$ cat src/rtl/ofdm_cp_remover.sv
// OFDM receive front-end: strips the cyclic prefix from a non-throttleable sample stream,
// buffers whole symbols and hands them to the FFT as sop/eop-framed ready/valid packets.
module ofdm_cp_remover #(
    parameter int FFT_LEN    = 64,
    parameter int CP_LEN     = 16,
    parameter int DATA_W     = 12,
    parameter int FIFO_DEPTH = 128
) (
    input  logic              clk,
    input  logic              reset,
    input  logic              in_valid,
    input  logic              in_sym_start,
    input  logic [DATA_W-1:0] in_real,
    input  logic [DATA_W-1:0] in_imag,
    output logic              out_valid,
    input  logic              out_ready,
    output logic              out_sop,
    output logic              out_eop,
    output logic [DATA_W-1:0] out_real,
    output logic [DATA_W-1:0] out_imag,
    output logic              overflow,
    output logic              sync_err
);

    localparam int AW = $clog2(FIFO_DEPTH);
    localparam int CW = (CP_LEN > 1) ? $clog2(CP_LEN) : 1;
    localparam int SW = $clog2(FFT_LEN);
    localparam logic [CW-1:0] CP_LAST = CW'(CP_LEN - 1);
    localparam logic [SW-1:0] ST_LAST = SW'(FFT_LEN - 1);
    localparam logic [AW:0]   DEPTH_C = (AW + 1)'(FIFO_DEPTH);
    localparam logic [AW:0]   LEN_C   = (AW + 1)'(FFT_LEN);

    typedef enum logic [1:0] {
        IDLE,
        SKIP_CP,
        STORE
    } state_t;

    state_t              state;
    logic [CW-1:0]       cp_cnt;
    logic [SW-1:0]       st_cnt;
    logic [SW-1:0]       o_cnt;
    logic [AW-1:0]       wr_ptr;
    logic [AW-1:0]       rd_ptr;
    logic [AW:0]         level;
    logic [2*DATA_W-1:0] mem [FIFO_DEPTH];
    logic                s1_valid;
    logic [2*DATA_W-1:0] s1_data;

    logic        wr_en;
    logic        rd_en;
    logic        out_accept;
    logic        s1_accept;
    logic [AW:0] free_space;
    logic        admit_ok;

    // Two-stage read pipeline (memory read register, then output register); each stage
    // refills whenever the stage ahead of it is empty or being drained this cycle.
    assign out_accept = !out_valid || out_ready;
    assign s1_accept  = !s1_valid || out_accept;
    assign wr_en      = in_valid && (state == STORE);
    assign rd_en      = (level != '0) && s1_accept;
    assign free_space = DEPTH_C - level + {{AW{1'b0}}, rd_en};
    assign admit_ok   = free_space >= LEN_C;

    assign out_sop = out_valid && (o_cnt == '0);
    assign out_eop = out_valid && (o_cnt == ST_LAST);

    // Symbol admission FSM: the whole useful part is admitted only if it fits right now.
    always_ff @(posedge clk or posedge reset) begin
        if (reset) begin
            state    <= IDLE;
            cp_cnt   <= '0;
            st_cnt   <= '0;
            overflow <= 1'b0;
            sync_err <= 1'b0;
        end else begin
            overflow <= 1'b0;
            sync_err <= 1'b0;
            if (in_valid) begin
                case (state)
                    IDLE: begin
                        if (in_sym_start) begin
                            if (CP_LEN == 1) begin
                                if (admit_ok) state <= STORE;
                                else          overflow <= 1'b1;
                            end else begin
                                cp_cnt <= CW'(1);
                                state  <= SKIP_CP;
                            end
                        end
                    end
                    SKIP_CP: begin
                        sync_err <= in_sym_start;
                        if (cp_cnt == CP_LAST) begin
                            cp_cnt <= '0;
                            if (admit_ok) begin
                                state <= STORE;
                            end else begin
                                overflow <= 1'b1;
                                state    <= IDLE;
                            end
                        end else begin
                            cp_cnt <= cp_cnt + 1'b1;
                        end
                    end
                    STORE: begin
                        sync_err <= in_sym_start;
                        if (st_cnt == ST_LAST) begin
                            st_cnt <= '0;
                            state  <= IDLE;
                        end else begin
                            st_cnt <= st_cnt + 1'b1;
                        end
                    end
                    default: state <= IDLE;
                endcase
            end
        end
    end

    always_ff @(posedge clk) begin
        if (wr_en) mem[wr_ptr] <= {in_real, in_imag};
        if (rd_en) s1_data <= mem[rd_ptr];
    end

    always_ff @(posedge clk or posedge reset) begin
        if (reset) begin
            wr_ptr <= '0;
            rd_ptr <= '0;
            level  <= '0;
        end else begin
            if (wr_en) wr_ptr <= wr_ptr + 1'b1;
            if (rd_en) rd_ptr <= rd_ptr + 1'b1;
            case ({wr_en, rd_en})
                2'b10:   level <= level + 1'b1;
                2'b01:   level <= level - 1'b1;
                default: level <= level;
            endcase
        end
    end

    // Output register holds while stalled, so data and framing stay stable under backpressure.
    always_ff @(posedge clk or posedge reset) begin
        if (reset) begin
            s1_valid  <= 1'b0;
            out_valid <= 1'b0;
            out_real  <= '0;
            out_imag  <= '0;
            o_cnt     <= '0;
        end else begin
            if (s1_accept) s1_valid <= rd_en;
            if (out_accept) begin
                out_valid <= s1_valid;
                if (s1_valid) {out_real, out_imag} <= s1_data;
            end
            if (out_valid && out_ready) begin
                o_cnt <= (o_cnt == ST_LAST) ? '0 : o_cnt + 1'b1;
            end
        end
    end

endmodule

$ cat config.mk
export PLATFORM = sky130hd
export DESIGN_NAME = ofdm_cp_remover
export DESIGN_NICKNAME = d
export VERILOG_FILES = /design/src/rtl/ofdm_cp_remover.sv
export SDC_FILE = /design/constraint.sdc
export NUM_CORES = 2
export LEC_CHECK = 0
export BUFFER_PORTS_ARGS = -buffer_cell sky130_fd_sc_hd__clkbuf_2
export CAP_MARGIN = 15
export CELL_PAD_IN_SITES_DETAIL_PLACEMENT = 1
export CELL_PAD_IN_SITES_GLOBAL_PLACEMENT = 1
export CORE_AREA = 4 4 788 399
export CTS_CLUSTER_DIAMETER = 60
export DETAILED_ROUTE_END_ITERATION = 7
export DIE_AREA = 0 0 792 403
export GPL_ROUTABILITY_DRIVEN = 0
export PLACE_DENSITY_LB_ADDON = 0.1
export SLEW_MARGIN = 20
export SYNTH_ARGS = -nofsm -noshare
export SYNTH_HDL_FRONTEND = slang
export SYNTH_SLANG_ARGS = --single-unit
export TNS_END_PERCENT = 10
$ cat constraint.sdc
create_clock -name clk -period 4.26 [get_ports clk]
set_input_delay 0.852 -clock clk [delete_from_list [all_inputs] [get_ports clk]]
set_output_delay 0.852 -clock clk [all_outputs]
set_load 0.01 [all_outputs]
Yosys cells after proc, flatten, opt, wreduce, memory -nomap -nowiden
Memory sizes are Yosys's and may differ from the RTL's. A register that Yosys moved wholly into a read port is not among the register bits.
Index checks and enable logic that the tools add are counted.
Storage, ports and cells
  register bits: 68
  RAM bits: 3072
  memories kept: 1
  input bits: 29
  word-level logic and storage cells: 72
Memories
  mem: words 128, bits a word 24, read ports 1, clocked after memory_dff 1, wr ports 1, RTL line 46  | logic [2*DATA_W-1:0] mem [FIFO_DEPTH];
Operators by class
  eq/ne operators: 10
  $lt $le $gt $ge: 1
  reductions and logical operators: 19
  mux-type cells: 19
  $add $sub $neg: 9
Operators with widths (count)
  8-bit case mux with 2 select lines: 1
  7-bit by 1-bit adder with 7-bit output (second input constant): 2
  6-bit by 1-bit adder with 6-bit output (second input constant): 2
  6-bit equality test (second input constant): 2
  6-bit 2-to-1 mux: 2
  8-bit by 1-bit adder with 8-bit output: 1
  8-bit by 1-bit adder with 8-bit output (second input constant): 1
  8-bit by 7-bit >= comparator with 1-bit output (second input constant): 1
  1-bit 2-to-1 mux: 8
  2-bit 2-to-1 mux: 4
  4-bit 2-to-1 mux: 2
  4-bit case mux with 2 select lines: 1
  8-bit nonzero test: 1
  8-bit by 1-bit subtractor with 8-bit output (second input constant): 1
  8-bit subtractor (first input constant): 1
  6-bit logical NOT: 1
  2-bit case mux with 3 select lines: 1
  1-bit logical AND: 5
  4-bit by 1-bit adder with 4-bit output (second input constant): 1
  2-bit by 1-bit equality test with 1-bit output (second input constant): 2
  2-bit equality test (second input constant): 2
  4-bit equality test (second input constant): 1
  2-bit inequality test (second input constant): 2
  2-bit AND reduction: 2
  8 further kinds: 11

Depth between registers and ports, before layout
  word-level depth: 10
  depth in mapped cells: 15
  gate-level depth less buffers: 13

Worst setup path after synthesis
OpenSTA, ideal clock, no wires.
  path kind: input to register
  start point: input in_valid
  end point: memory mem[96][0] (netlist bit) (enable)
  setup time: 0.466 ns
  arrival time: 3.975 ns
  required time: 3.794 ns
  cell stages on the path: 5
  buffers on the path: 2
  slack: -0.181 ns
  cell sequence: and2_1 clkbuf_1 clkbuf_1 nand3_1 nor4_1
On the way
  cells in the longest elaborated chain, start to end: 3
Ends and longest elaborated chain
  start, declared: RTL line 11  | input logic in_valid,
  1-bit logical AND: RTL line 61  | assign wr_en = in_valid && (state == STORE);
  1-bit 2-to-1 mux: RTL line 123  | if (wr_en) mem[wr_ptr] <= {in_real, in_imag};
  1-bit 2-to-1 mux (not written as such): RTL line 123
  end, declared: RTL line 46
No other way between the ends.

==> run_results.csv <==
group,metric,value,unit
run_status,status,"finished with violations",
run_status,failed_checks,"negative setup slack",
sta,fin_tns_setup,-28.2,ps
sta,worst_slack,-28.2,ps
sta,min_period_over_period,101,%
synth,synth_edf_count,3096,
clock_tree,clkLatencyLatePin,940,ps
placement,dp_hpwl,238000,um
pwr,seqPwrFrac,39.3,%
drt,routed_wl,388000,um
synth,syn_avg_cell_area,20.8,um2
sta,min_period,4290,ps
sta,clock.fmax,233,MHz
critical_path,required,4890,ps
pwr,irDropWorstVdd,0.393,mV
sta,clock_skew,73.7,ps
drt,routedWlPerCell,36.2,um
die,start_util,39.8,%
die,die-height,403,um
clock_tree,htreeDepth,5,
drt,drc,0,
synth,syn_nets,5921,
die,die_area,0.319,mm2
clock_tree,cts.sinks,3164,
pwr,power.share.combinational,31.1,%
critical_path,crit_chain,"buf_4 -> mux4_2 -> a22o_1 -> a211oi_1 -> buf_4 -> a211oi_2 -> a211oi_1 -> nor2_1",
critical_path,worstSetupPathType,"reg2reg",
critical_path,crit_fanout,30,
cells_and_area,drive_gt1_share,26.3,%
drt,dr_total_vias,62863,
critical_path,critPathLaunchType,"register",
run,max_cap_violations,0,
synth,yosysWarnings,0,
synth,syn_inst,5873,
cells_and_area,register_area,0.0947,mm2
clock_tree,cts-root-buf,"clkbuf_16",
critical_path,crit_path_max_incr_delay,1100,ps
clock_tree,cts_buffers,299,
drt,via_per_inst,5.88,
cells_and_area,multiInputGateArea,0.0260,mm2
sta,slew_viol_final,0,
pwr,p_int,60.5,mW
drt,postRouteAntennaNets,0,
cells_and_area,final_area,0.140,mm2
pwr,p_sw_share,33.4,%
die,core_area,0.307,mm2
sta,setup_viol,1,
global_route,first_global_vias,64617,
clock_tree,clk_pin_slew,70,ps
critical_path,r2r_setup_slack,-30,ps
drt,drtIter0Drc,7584,
pwr,leakagePower,45.1,nW
pwr,p_switching,30.4,mW
placement,pre_cts_ws,139,ps
clock_tree,hold_buffers,0,
clock_tree,cts_setup_buffers,0,
synth,synth_flop_cell,"edfxtp_1",
global_route,grt_first_pass_wirelength,536000,um
critical_path,critPathBufInv,2,
global_route,grt_usage,24.1,%
worst_hold_path,hold_class,"in2async",
synth,synth_cell_types,64,
pwr,pwr_density_cell,648,mW/mm2
synth,synthArstFlopShare,2.15,%
sta,hold_viol,0,
sta,rsz0062_at_grt,"no",
sta,max_slew.worst_pin.slew,1300,ps
global_route,antenna_found_initial,26,
sta,max_slew_margin,13.1,%
die,row_count,144,
clock_tree,cts_resized,0,
clock_tree,cts_tree,"yes",
cells_and_area,nets,6404,
synth,synth_seq_cells,3164,
drt,first_pass_iters,8,
cells_and_area,areaGrowthSynthToFinish,14.6,%
pwr,pwr-share-clk,29.6,%
pwr,fin_total_pwr,90.8,mW
die,fp.dieW,792,um
critical_path,endpoint_kind,"register",
cells_and_area,layout_common_cells,"3,096 x edfxtp_1, 520 x mux2i_1, 515 x mux4_2",
sta,holdWs,160,ps
synth,synth-seq-area-share,77.4,%
global_route,grt-ovfl-total,0,
placement,port_buffers,57,
synth,synth_area,0.122,mm2
critical_path,cp.arrival,4920,ps
placement,place_area,0.131,mm2
die,io_pins,58,
critical_path,slowest_stage,"a211oi_1",
global_route,grt_max_degree,129,
cells_and_area,layout_commonest_cell,"edfxtp_1",
critical_path,crit_family,"compound AO/OA/AOI/OAI gates",
clock_tree,max-clock-path-buffers,4,
cells_and_area,final.fill_count,27990,
## power groups by stage
| stage | clock network, mW | registers (mW) | logic [mW] |
|---|---|---|---|
| final | 26.9 | 35.7 | 28.3 |
| after global routing | 28.9 | 35.7 | 29.6 |
| after CTS | 27.5 | 35.7 | 28.6 |
| after detailed placement | 0 | 36.3 | 28.5 |
| after global placement | 0 | 36.3 | 28.2 |
| after floorplan | 0 | 35.6 | 15.9 |
## cells in the mapped netlist (24+ instances only)
cell	count	share of area, %
edfxtp_1	3096	76
mux2i_1	520	4.3
mux4_2	515	9.5
a22oi_1	171	1.0
a21oi_1	170	0.70
nor2_1	159	0.49
clkbuf_1	131	0.40
nand2_1	125	0.38
mux2_2	93	0.86
o21ai_0	80	0.33
buf_6	71	0.65
dfrtp_1	68	1.4
nand3_1	59	0.24
a211oi_1	57	0.35
buf_2	56	0.23
o22ai_1	54	0.28
o221ai_1	38	0.27
a221oi_1	37	0.26
buf_1	33	0.10
a22o_1	31	0.22
buf_4	30	0.18
nor3_1	27	0.11
a31oi_1	24	0.12
## logic make-up (layout without fill, tap and decap cells)
group                      after synthesis  count (layout)  share of synthesized area (%)
DFF                                   3164            3164                           77.4
xor gates and xnor gates                22              22                          0.158
AOI/OAI and AO/OA                      760             760                           4.32
adders and majority gates               19              19                          0.200
muxes                                 1128            1128                           14.6
buffers and inverters                  354            1072                           1.80
and+or+nand+nor                        426             426                           1.53
other                                    0              16                              0
## stage by stage
| stage | util, % | instances |
|---|---|---|
| 2_1_floorplan | - | 5873 |
| 3_3_place_gp | 42.5 | 10138 |
| 3_5_place_dp | 42.5 | 10141 |
| 4_1_cts | 45.6 | 10677 |
| 5_1_grt | 45.6 | 10680 |
| 6_report | 45.7 | 10695 |
## state kept, by name, summed over array words and instances (netlist names)
signal / cells
cp_cnt: 4
level: 8
mem: 3072
o_cnt: 6
out_imag: 12
out_real: 12
out_valid: 1
overflow: 1
rd_ptr: 7
s1_data: 24
s1_valid: 1
st_cnt: 6
state: 2
sync_err: 1
wr_ptr: 7
## final cells by class
| type | count | area share (%) |
|---|---|---|
| antenna | 16 | 0.0286 |
| clock buffer | 388 | 5.77 |
| clock inverter | 148 | 1.03 |
| inverter | 22 | 0.0643 |
| multi-input combinational | 2355 | 18.6 |
| sequential | 3164 | 67.5 |
| tap | 4088 | 3.65 |
| timing repair buffer | 514 | 3.35 |
## path summary, 6_finish.rpt
path,from,endpoint,cells after the start
worst max register to register,rd_ptr[2]$_DFFE_PP0P_,s1_data[22]$_DFFE_PP_,8
min in group clk,in_valid,overflow$_DFF_PP0_,3
worst min register to register,st_cnt[4]$_DFFE_PP0P_,st_cnt[4]$_DFFE_PP0P_,1
worst min-delay path,reset,o_cnt[2]$_DFFE_PP0P_,2
max in group asynchronous,reset,out_real[4]$_DFFE_PP0P_,3
worst max-delay path,rd_ptr[2]$_DFFE_PP0P_,s1_data[22]$_DFFE_PP_,8
## per-layer routing
metal	global-route usage, %	up-vias	wire, um
li1	-	25507	-
met1	35.2	34778	171000
met4	5.32	2	9000
met5	0	-	13
met2	38.5	2143	183000
met3	3.68	433	24800
(Power assumes the default switching activity.)
